### config.mk
export PLATFORM = sky130hd
export DESIGN_NAME = lfsr_arbiter_flat
export DESIGN_NICKNAME = d
export VERILOG_FILES = /design/src/rtl/lfsr_arbiter_pkg.sv /design/src/rtl/lfsr_arbiter_if.sv /design/src/rtl/lfsr_arbiter_rr_arbiter.sv /design/src/rtl/lfsr_arbiter.sv /design/src/flat_wrapper.sv
export SDC_FILE = /design/constraint.sdc
export NUM_CORES = 1
export LEC_CHECK = 0
export ABC_AREA = 1
export ABC_CLOCK_PERIOD_IN_PS = 2100
export CAP_MARGIN = 20
export CORE_MARGIN = 1.5
export CORE_UTILIZATION = 39
export DETAILED_ROUTE_END_ITERATION = 10
export MAX_ROUTING_LAYER = met4
export PLACE_DENSITY_LB_ADDON = 0.3
export SYNTH_ARGS = -nofsm -noshare
export SYNTH_HDL_FRONTEND = slang
export SYNTH_SLANG_ARGS = --single-unit
### constraint.sdc
create_clock -name clk_i -period 2.1 [get_ports clk_i]
set_input_delay 0.315 -clock clk_i [delete_from_list [all_inputs] [get_ports clk_i]]
set_output_delay 0.315 -clock clk_i [all_outputs]
set_load 0.02 [all_outputs]
### src/rtl/lfsr_arbiter_pkg.sv
// ---------------------------------------------------------------------------
// lfsr_arb_pkg
// Shared definitions for the LFSR-core round-robin scheduler: the core word
// width and the job-sequencing state encoding.
// ---------------------------------------------------------------------------
package lfsr_arb_pkg;

  // Width of the shared Fibonacci LFSR core (state, seed and stop code).
  localparam int LFSR_W = 16;

  // Job sequencing: IDLE (core held in load) -> LOAD (seed captured)
  // -> RUN (words streamed) -> DRAIN (wait for core done) -> IDLE.
  typedef enum logic [1:0] {
    IDLE  = 2'd0,
    LOAD  = 2'd1,
    RUN   = 2'd2,
    DRAIN = 2'd3
  } arb_state_t;

endpackage : lfsr_arb_pkg

### src/rtl/lfsr_arbiter_if.sv
// ---------------------------------------------------------------------------
// lfsr_arbiter_if
// Bundle between the scheduler and the single shared LFSR core.
//   core_load_o  scheduler -> core  core reset; high = load seed, clear counter
//   core_seed_o  scheduler -> core  seed captured while core_load_o is high
//   core_stop_o  scheduler -> core  stop code (core counter limit)
//   core_out_i   core -> scheduler  current core state word
//   core_done_i  core -> scheduler  core reached its stop code
// Signal names are taken from the scheduler's point of view.
// Modports: master = scheduler side, slave = core side.
// ---------------------------------------------------------------------------
interface lfsr_arbiter_if
  import lfsr_arb_pkg::*;
#(
  parameter int W = LFSR_W
);

  logic         core_load_o;
  logic [W-1:0] core_seed_o;
  logic [W-1:0] core_stop_o;
  logic [W-1:0] core_out_i;
  logic         core_done_i;

  modport master (
    output core_load_o,
    output core_seed_o,
    output core_stop_o,
    input  core_out_i,
    input  core_done_i
  );

  modport slave (
    input  core_load_o,
    input  core_seed_o,
    input  core_stop_o,
    output core_out_i,
    output core_done_i
  );

endinterface : lfsr_arbiter_if

### src/rtl/lfsr_arbiter_rr_arbiter.sv
// ---------------------------------------------------------------------------
// rr_arbiter
// Combinational round-robin picker. Searches upward from ptr_i (wrapping
// modulo NREQ) for the first asserted request.
//   req_i    in   NREQ  request vector
//   ptr_i    in   IDW   highest-priority index for this pick
//   gnt_o    out  NREQ  one-hot winner (all zero when no request)
//   id_o     out  IDW   binary index of the winner
//   valid_o  out  1     at least one request present
// ---------------------------------------------------------------------------
module rr_arbiter #(
  parameter int NREQ = 4,
  parameter int IDW  = $clog2(NREQ)
) (
  input  logic [NREQ-1:0] req_i,
  input  logic [IDW-1:0]  ptr_i,
  output logic [NREQ-1:0] gnt_o,
  output logic [IDW-1:0]  id_o,
  output logic            valid_o
);

  logic [IDW-1:0] idx_s;
  logic           found_s;

  // Rotating priority search; the first hit from ptr_i upward wins.
  always_comb begin
    gnt_o   = '0;
    id_o    = '0;
    found_s = 1'b0;
    idx_s   = '0;
    for (int k = 0; k < NREQ; k++) begin
      idx_s = IDW'((int'(ptr_i) + k) % NREQ);
      if (!found_s && req_i[idx_s]) begin
        found_s      = 1'b1;
        gnt_o[idx_s] = 1'b1;
        id_o         = idx_s;
      end else begin
        found_s = found_s;
      end
    end
    valid_o = found_s;
  end

endmodule : rr_arbiter

### src/rtl/lfsr_arbiter.sv
// ---------------------------------------------------------------------------
// lfsr_arbiter
// Round-robin scheduler sharing one 16-bit Fibonacci LFSR core between NREQ
// requesters. A granted job loads its seed by holding the core in load, then
// streams len+1 core words tagged with the requester id, then waits for the
// core's done flag before freeing the core.
//   clk_i        in   1       clock, rising edge
//   nreset_i     in   1       synchronous active-high reset
//   req_i        in   NREQ    job request per requester (level)
//   req_seed_i   in   NREQ*W  seed of requester i at [i*W +: W]
//   req_len_i    in   NREQ*W  stop code of requester i (job = len+1 words)
//   gnt_o        out  NREQ    one-hot grant, held for the whole job
//   busy_o       out  1       scheduler not idle
//   core         if   master  core_load/seed/stop out, core_out/done in
//   rnd_o        out  W       stream word (core state pass-through)
//   rnd_valid_o  out  1       stream word valid
//   rnd_id_o     out  IDW     owner of the current word
//   rnd_last_o   out  1       final word of the job
// ---------------------------------------------------------------------------
module lfsr_arbiter
  import lfsr_arb_pkg::*;
#(
  parameter int NREQ = 4,
  parameter int W    = LFSR_W,
  localparam int IDW = $clog2(NREQ)
) (
  input  logic              clk_i,
  input  logic              nreset_i,
  input  logic [NREQ-1:0]   req_i,
  input  logic [NREQ*W-1:0] req_seed_i,
  input  logic [NREQ*W-1:0] req_len_i,
  output logic [NREQ-1:0]   gnt_o,
  output logic              busy_o,
  lfsr_arbiter_if.master    core,
  output logic [W-1:0]      rnd_o,
  output logic              rnd_valid_o,
  output logic [IDW-1:0]    rnd_id_o,
  output logic              rnd_last_o
);

  arb_state_t      state_q, state_d;
  logic [NREQ-1:0] gnt_q,   gnt_d;
  logic [IDW-1:0]  ptr_q,   ptr_d;
  logic [IDW-1:0]  id_q,    id_d;
  logic [W-1:0]    seed_q,  seed_d;
  logic [W-1:0]    len_q,   len_d;
  logic [W-1:0]    cnt_q,   cnt_d;

  logic [NREQ-1:0] pick_gnt_s;
  logic [IDW-1:0]  pick_id_s;
  logic            pick_valid_s;
  logic            last_s;

  rr_arbiter #(
    .NREQ (NREQ),
    .IDW  (IDW)
  ) u_rr (
    .req_i   (req_i),
    .ptr_i   (ptr_q),
    .gnt_o   (pick_gnt_s),
    .id_o    (pick_id_s),
    .valid_o (pick_valid_s)
  );

  // cnt is compared before it is incremented, so len = all-ones never wraps.
  assign last_s = (cnt_q == len_q);

  // Next-state and job-register update for the job sequencer.
  always_comb begin
    state_d = state_q;
    gnt_d   = gnt_q;
    ptr_d   = ptr_q;
    id_d    = id_q;
    seed_d  = seed_q;
    len_d   = len_q;
    cnt_d   = cnt_q;
    case (state_q)
      IDLE: begin
        // Inputs are sampled only here; everything later uses latched copies.
        if (pick_valid_s) begin
          gnt_d   = pick_gnt_s;
          id_d    = pick_id_s;
          seed_d  = req_seed_i[pick_id_s*W +: W];
          len_d   = req_len_i[pick_id_s*W +: W];
          state_d = LOAD;
        end else begin
          state_d = IDLE;
        end
      end
      LOAD: begin
        cnt_d   = '0;
        state_d = RUN;
      end
      RUN: begin
        if (last_s) begin
          state_d = DRAIN;
        end else begin
          cnt_d = cnt_q + W'(1);
        end
      end
      DRAIN: begin
        if (core.core_done_i) begin
          state_d = IDLE;
          gnt_d   = '0;
          ptr_d   = (id_q == IDW'(NREQ - 1)) ? IDW'(0) : id_q + IDW'(1);
        end else begin
          state_d = DRAIN;
        end
      end
      default: begin
        state_d = IDLE;
        gnt_d   = '0;
      end
    endcase
  end

  // State and job registers with synchronous reset.
  always_ff @(posedge clk_i) begin
    if (nreset_i) begin
      state_q <= IDLE;
      gnt_q   <= '0;
      ptr_q   <= '0;
      id_q    <= '0;
      seed_q  <= '0;
      len_q   <= '0;
      cnt_q   <= '0;
    end else begin
      state_q <= state_d;
      gnt_q   <= gnt_d;
      ptr_q   <= ptr_d;
      id_q    <= id_d;
      seed_q  <= seed_d;
      len_q   <= len_d;
      cnt_q   <= cnt_d;
    end
  end

  // All outputs decode registered state only; req_i never reaches them.
  assign gnt_o            = gnt_q;
  assign busy_o           = (state_q != IDLE);
  assign core.core_load_o = (state_q == IDLE) || (state_q == LOAD);
  assign core.core_seed_o = seed_q;
  assign core.core_stop_o = len_q;
  assign rnd_o            = core.core_out_i;
  assign rnd_valid_o      = (state_q == RUN);
  assign rnd_last_o       = (state_q == RUN) && last_s;
  assign rnd_id_o         = id_q;

endmodule : lfsr_arbiter
### src/flat_wrapper.sv
// flat-port wrapper written by rule: the top's interface ports become plain ports
module lfsr_arbiter_flat import lfsr_arb_pkg::*;
#(
  parameter int NREQ = 4,
  parameter int W    = LFSR_W,
  localparam int IDW = $clog2(NREQ)
)
  (clk_i, nreset_i, req_i, req_seed_i, req_len_i, gnt_o, busy_o, rnd_o, rnd_valid_o, rnd_id_o, rnd_last_o, core_core_load_o, core_core_seed_o, core_core_stop_o, core_core_out_i, core_core_done_i);
  lfsr_arbiter_if #(.W(W)) core_i ();
  input  logic clk_i;
  input  logic nreset_i;
  input  logic [NREQ-1:0] req_i;
  input  logic [NREQ*W-1:0] req_seed_i;
  input  logic [NREQ*W-1:0] req_len_i;
  output logic [NREQ-1:0] gnt_o;
  output logic busy_o;
  output logic [W-1:0] rnd_o;
  output logic rnd_valid_o;
  output logic [IDW-1:0] rnd_id_o;
  output logic rnd_last_o;
  output wire logic [$bits(core_i.core_load_o)-1:0] core_core_load_o;
  output wire logic [$bits(core_i.core_seed_o)-1:0] core_core_seed_o;
  output wire logic [$bits(core_i.core_stop_o)-1:0] core_core_stop_o;
  input wire logic [$bits(core_i.core_out_i)-1:0] core_core_out_i;
  input wire logic [$bits(core_i.core_done_i)-1:0] core_core_done_i;
  assign core_core_load_o = core_i.core_load_o;
  assign core_core_seed_o = core_i.core_seed_o;
  assign core_core_stop_o = core_i.core_stop_o;
  assign core_i.core_out_i = core_core_out_i;
  assign core_i.core_done_i = core_core_done_i;
  lfsr_arbiter #(.NREQ(NREQ), .W(W)) u_core (.clk_i(clk_i), .nreset_i(nreset_i), .req_i(req_i), .req_seed_i(req_seed_i), .req_len_i(req_len_i), .gnt_o(gnt_o), .busy_o(busy_o), .core(core_i), .rnd_o(rnd_o), .rnd_valid_o(rnd_valid_o), .rnd_id_o(rnd_id_o), .rnd_last_o(rnd_last_o));
endmodule
==> results_dict.tcl, run 1 <==
set metrics [dict create \
    drt_wl_total_um 16200 \
    viasPerCell 4.98 \
    timing.rr.start "u_core.ptr_q[0]" \
    wl_per_cell_um 14.5 \
    fin_ws_ns 0.0708 \
    slowest_stage "dfxtp_4" \
    grt_max_degree 33 \
    whs_endpoint "u_core.gnt_o[3]" \
    cpPeakStageDelay_ns 0.37 \
    powerDensity_nw_per_um2 881 \
    min_from "u_core.gnt_o[3]" \
    vdd_ir_drop_max_mv 0.475 \
    place_ws_ns -0.201 \
    area_growth_pct 56.5 \
    syn_area_per_cell_um2 5.93 \
    required_ns 2.36 \
    crit_path_cell_trace "inv_6 > ha_4 > buf_4 > nand2_1 > nand2_1 > buf_4 > nand4_2 > nand3_2 > nand2_2 > nor2_4 > buf_6 > buf_12 > nand3_1 > nand3_1 > nand2_1 > inv_1" \
    synth_seq_cells 58 \
    core-area_um2 11500 \
    finalNetCount 1132 \
    syn_inst 775 \
    cts_root_buf "clkbuf_16" \
    hpwl_um 12200 \
    clock_path_buffers 2 \
    slew_violations 0 \
    skew_ns 0.00854 \
    worstMarginPinSlew_ns 0.412 \
    critPathCaptureType "flip-flop" \
    start_util 0.401 \
    grt_overflow 0 \
    io-pin-count 209 \
    hold_path_depth 2 \
    cts.sinks 58 \
    timing.final.hold_violations 0 \
    die_h_um 112 \
    critPathLaunchType "flip-flop" \
    cts_tree "built" \
    num_antenna_cells 0 \
    chipWidth_um 112 \
    cap_violations 0 \
    crit_fanout 8 \
    drtIter0Drc 354 \
    grt_usage 0.260 \
    p_leak_nw 3.51 \
    setup_viol 0 \
    yosys_warnings 0 \
    period_minus_slack_ns 2.03 \
    dieArea_um2 12400 \
    timing.fmax_ghz 0.493 \
    rsz0062_at_grt "yes" \
    ant_nets 0 \
    port_buffers 176 \
    antenna_found_initial 0 \
    status "finished clean" \
    grt_pass1_vias 5136 \
    num_rows 39 \
    drive_gt1_frac 0.123 \
    hp-class "flip-flop to flip-flop" \
    htreeDepth 3 \
    worstSetupPathType "flip-flop to flip-flop" \
    clkTransAtPathRegs_ns 0.05 \
    place.gp.congestion 0.952 \
    vias 5575 \
    hold_ws_ns 0.459 \
    fin_crit_sh 0.966 \
    critPathArrivalTime_ns 2.29 \
    drc 0 \
    holdBufCountCts 0 \
    rrSetupSlack_ns 0.07 \
    netlist_area_um2 4590 \
    grt_first_pass_wirelength_um 25600 \
    clkLatencyLatePin_ns 0.32 \
    ys_seq_area_frac 0.253 \
    slew_headroom 0.725 \
    synth_nets 936 \
    r2r_cells 16 \
    cpMostUsedCell "nand2_1" \
    reg2reg_to "u_core.core.core_stop_o[14]" \
    synth.distinct_cells 35 \
    drt_pass1_iterations 5 \
    cts_buffers 9 \
]
[per-stage QoR]
stage	setup TNS, ns	instance area, um2	cells	total power [mW]	utilization
global placement	-4.18	6700	1097	4.68	0.584
floorplan	0	4600	775	3.31	-
detailed placement	-5.21	6700	1097	4.71	0.584
global route	-0.296	7190	1119	6.72	0.627
finish	0	7190	1119	6.34	0.627
CTS	0	7060	1115	6.25	0.615
[final cells by class]
| class | instances | area (um2) |
|---|---|---|
| fillers | 1076 | 4280 |
| multi-input cells | 548 | 2720 |
| repair buffers | 243 | 2410 |
| flip-flops and latches | 58 | 1170 |
| inverters | 111 | 422 |
| clock buffers | 11 | 243 |
| well taps | 143 | 179 |
| clock inverters | 5 | 53.8 |
[what timing repair did]
action,4_1_cts,5_1_grt
pin swaps,1,5
gates cloned,1,1
endpoints found under the setup margin,18,40
setup buffers,1,3
resized for setup,4,24
[registers in the layout, summed over array words and instances, names as in the netlist]
signal                   flops
u_core.cnt_q                16
u_core.core.core_seed_o     16
u_core.core.core_stop_o     16
u_core.gnt_o                 4
u_core.ptr_q                 2
u_core.rnd_id_o              2
u_core.state_q               2
[power breakdown]
part           total (mW)  leakage, nW  internal (mW)  switching [mW]
sequential           1.51        0.477           1.33           0.180
clock                1.47        0.149          0.946           0.522
combinational        3.36         2.88           1.56            1.80
[layout by cell type, fill, tap and decap left out, types with 6 or more instances in the layout]
master           netlist  final
clkbuf_16              0     10
nand3_2                4      6
buf_4                 21     52
buf_12                 0      7
a21oi_1               25     25
clkdlybuf4s50_1        0    175
xnor2_1               14     14
nand2_1              255    251
dfxtp_1               58     56
nor2_1                52     51
ha_1                  10      9
and3_1                 9      9
nand4_1               52     52
nand2_2                7     10
nand3_1               86     82
buf_6                  6      6
o21ai_0               10     10
inv_1                106    104
inv_2                  4      6
[synthesized netlist by cell type, drive strengths merged]
| cell | count | area (um2) |
|---|---|---|
| xnor2 | 14 | 123 |
| nor4 | 1 | 6.26 |
| clkbuf | 8 | 31.3 |
| a21oi | 25 | 125 |
| buf | 50 | 340 |
| o211ai | 1 | 7.51 |
| a21boi | 1 | 7.51 |
| xor2 | 1 | 8.76 |
| nor2 | 54 | 213 |
| ha | 10 | 125 |
| o21ai | 11 | 55.1 |
| nand3 | 90 | 470 |
| and2 | 2 | 12.5 |
| dfxtp | 58 | 1160 |
| nand2 | 263 | 1010 |
| and3 | 9 | 56.3 |
| nor3 | 6 | 30.0 |
| nor3b | 1 | 7.51 |
| o22ai | 2 | 12.5 |
| o2111ai | 2 | 17.5 |
| nand4 | 53 | 338 |
| inv | 111 | 422 |
| or2 | 2 | 12.5 |
[critical path, delay by kind of cell, from the launching register on]
| family | cells | cell delay [ns] |
|---|---|---|
| adder cells (fa/ha/maj) | 1 | 0.28 |
| AND/OR/NAND/NOR | 9 | 0.72 |
| buffers and inverters | 6 | 0.58 |
| flip-flops | 1 | 0.37 |
[logic make-up after synthesis]
| group | synth area share |
|---|---|
| buffers and inverters | 0.173 |
| and+or+nand+nor | 0.470 |
| xor gates and xnor gates | 0.0286 |
| AOI/OAI and AO/OA | 0.0490 |
| adders and majority gates | 0.0272 |
| DFF | 0.253 |
[layer usage]
| metal | up-vias | wire (um) | GRT usage |
|---|---|---|---|
| met1 | 2490 | 7230 | 0.346 |
| met2 | 231 | 7480 | 0.402 |
| met5 | - | 0 | - |
| li1 | 2837 | - | - |
| met3 | 17 | 1310 | 0.0533 |
| met4 | 0 | 215 | 0.0717 |
[worst max path at each step]
stage,start,endpoint,slack [ns],cells after the start
after global placement,req_i[3],u_core.core.core_seed_o[8],-0.16,15
after CTS,u_core.core.core_stop_o[10],rnd_last_o,0.005,6
after global routing,u_core.ptr_q[0],u_core.core.core_seed_o[11],-0.02,16
after floorplan,u_core.ptr_q[0],u_core.core.core_seed_o[13],0.02,16
after detailed placement,req_i[1],u_core.core.core_seed_o[8],-0.20,15
final,u_core.ptr_q[0],u_core.core.core_stop_o[14],0.07,16
Note: power is estimated with default switching activity, not from simulation.
==> run 2: changes to the inputs <==
Settings changed: CORE_UTILIZATION 39 to 37, SYNTH_HIERARCHICAL set to 1.
==> results_dict.tcl, run 2 <==
set metrics [dict create \
    synth_top_area_share 0.275 \
    clock_path_buffers 2 \
    cap_violations 0 \
    async_flop_share 0 \
    grt_pass1_vias 4917 \
    failed_checks "setup timing" \
    worstMarginPinSlew_ns 0.444 \
    synth_seq_cells 58 \
    synthTopCellsByCount "nor2_1 (131), nand2_1 (104), o21ai_0 (98)" \
    place_ws_ns -0.380 \
    yosysMostFrequentCell "nor2_1" \
    grt_max_degree 34 \
    cts_tree "built" \
    grt_usage 0.246 \
    ys.flop_type "dfxtp_1" \
    multiInputGateArea_um2 2680 \
    timing.fmax_ghz 0.461 \
    seq_area_um2 1170 \
    start_util 0.384 \
    area_growth_pct 66.4 \
    num_antenna_cells 0 \
    htreeDepth 3 \
    hpwl_um 11100 \
    io-pin-count 209 \
    finalPower_mw 6.01 \
    place.gp.congestion 0.851 \
    core-area_um2 11000 \
    cts_buffers 9 \
    cts.sinks 58 \
    layout_commonest_cell "clkdlybuf4s50_1" \
    yosys.area.top_type "dfxtp_1" \
    hp-class "input port to flip-flop" \
    powerDensity_nw_per_um2 857 \
    vias 5373 \
    netlist_area_um2 4220 \
    finalNetCount 1060 \
    die_h_um 110 \
    synth_edf_count 0 \
    drt_pass1_iterations 5 \
    slew_headroom 0.704 \
    rsz0062_at_grt "yes" \
    antenna_found_initial 0 \
    port_buffers 176 \
    required_ns 2.32 \
    num_rows 38 \
    wl_met2_um 7470 \
    yosys_warnings 6 \
    slew_violations 0 \
    drive_gt1_frac 0.180 \
    crit_fanout 6 \
    cts_root_buf "clkbuf_16" \
    drc 0 \
    holdBufCountCts 0 \
    drtIter0Drc 342 \
    wl_met1_um 6160 \
    dieArea_um2 12000 \
    timing.final.hold_violations 0 \
    ys_seq_area_frac 0.275 \
    most-common-layout-cells "clkdlybuf4s50_1 (173), nor2_1 (119), nand2_1 (100)" \
    n_fill_cell 956 \
    critPathArrivalTime_ns 2.39 \
    synth.distinct_cells 26 \
    hold_path_depth 4 \
    wl_met3_um 1110 \
    wl_per_cell_um 14.3 \
    clkLatencyLatePin_ns 0.32 \
    period_minus_slack_ns 2.17 \
    status "finished with violations" \
    chipWidth_um 110 \
    p_leak_nw 3.08 \
    fin_ws_ns -0.0694 \
    synthTopCellsByArea "dfxtp_1 (28%), nor2_1 (12%), o21ai_0 (12%), nand2_1 (9.3%), inv_1 (6.7%)" \
    ant_nets 0 \
    maxUsedRoutingLayer "met4" \
    grt_overflow 0 \
    skew_ns 0.00519 \
    fin_crit_sh 1.03 \
    syn_area_per_cell_um2 5.97 \
    viasPerCell 5.13 \
    clkTransAtPathRegs_ns 0.05 \
    vdd_ir_drop_max_mv 0.456 \
    r2r_cells 13 \
    syn_inst 706 \
    critPathLaunchType "flip-flop" \
    worstSetupPathType "flip-flop to flip-flop" \
    critPathCaptureType "flip-flop" \
    setup_viol 26 \
    drt_wl_total_um 15000 \
    synth_nets 864 \
    grt_first_pass_wirelength_um 22700 \
]
[run 2: changes by cell type after synthesis, sizes merged, moves of 19 or more]
cell,change
inv,-26
nand3,-42
clkbuf,+19
o21ai,+91
nand2,-149
nor2,+81
buf,-23
o22ai,+30
nand4,-39
[run 2: through the flow]
| step | instance area (um2) | TNS [ns] | util | std cells | hold slack [ns] |
|---|---|---|---|---|---|
| CTS | 6690 | -0.0924 | 0.609 | 1042 | 0.436 |
| global placement | 6400 | -8.93 | 0.583 | 1026 | 0.470 |
| finish | 7010 | -0.799 | 0.639 | 1047 | 0.448 |
| floorplan | 4290 | -2.68 | - | 706 | 0.473 |
| global route | 7010 | -3.95 | 0.639 | 1047 | 0.469 |
| detailed placement | 6400 | -10.59 | 0.583 | 1026 | 0.476 |
[run 2: cell type report]
cell class / count / share of cell area
Clock inverter: 6 / 0.00464
Tap cell: 140 / 0.0250
Multi-Input combinational cell: 509 / 0.382
Timing Repair Buffer: 239 / 0.340
Clock buffer: 10 / 0.0341
Inverter: 85 / 0.0476
Sequential cell: 58 / 0.167
[run 2: critical path, stage by stage, from the launching register on]
cell and delay, ns:
dfxtp_4 0.37, inv_6 0.04, ha_4 0.25, buf_4 0.14, nand2_1 0.09, nand2_2 0.08, nand4_1 0.14, nand3_4 0.18
clkbuf_16 0.22, buf_6 0.12, o21ai_2 0.14, o22ai_2 0.12, o21ai_1 0.13, inv_1 0.04
[run 2: metal layers]
metal / up-vias / track usage
li1: 2708 / -
met1: 2417 / 0.302
met2: 224 / 0.408
met3: 24 / 0.0468
met4: 0 / 0.0742
met5: - / -
[run 2: report_power, final]
group / total (mW) / internal, mW / switching [mW] / leakage, nW
logic: 3.17 / 1.47 / 1.70 / 2.46
registers: 1.51 / 1.34 / 0.175 / 0.480
clock network: 1.33 / 0.818 / 0.513 / 0.138
total: 6.01 / 3.63 / 2.38 / 3.08
[run 2: final timing paths]
| check | start | endpoint | slack (ns) |
|---|---|---|---|
| setup / recovery | u_core/ptr_q[0] | u_core/core.core_stop_o[5] | -0.07 |
| hold / removal | nreset_i | u_core/core.core_seed_o[6] | 0.45 |
| setup reg to reg | u_core/ptr_q[0] | u_core/core.core_stop_o[5] | -0.07 |
| hold reg to reg | u_core/gnt_o[2] | u_core/gnt_o[2] | 0.48 |
[run 2: timing repair]
action                     CTS  global route
cloned                       0             3
buffers inserted             0             2
pin swaps                    1            28
setup endpoints to repair   24            33
gates resized for setup      8            99
[run 2: kinds of logic (layout without fill, tap and decap cells)]
family / Yosys count / in the layout / share of synthesized area
adders and majority gates: 7 / 7 / 0.0208
DFF: 58 / 58 / 0.275
buffers and inverters: 139 / 340 / 0.144
AOI/OAI and AO/OA: 181 / 181 / 0.227
and+or+nand+nor: 316 / 316 / 0.323
xor gates and xnor gates: 5 / 5 / 0.0104
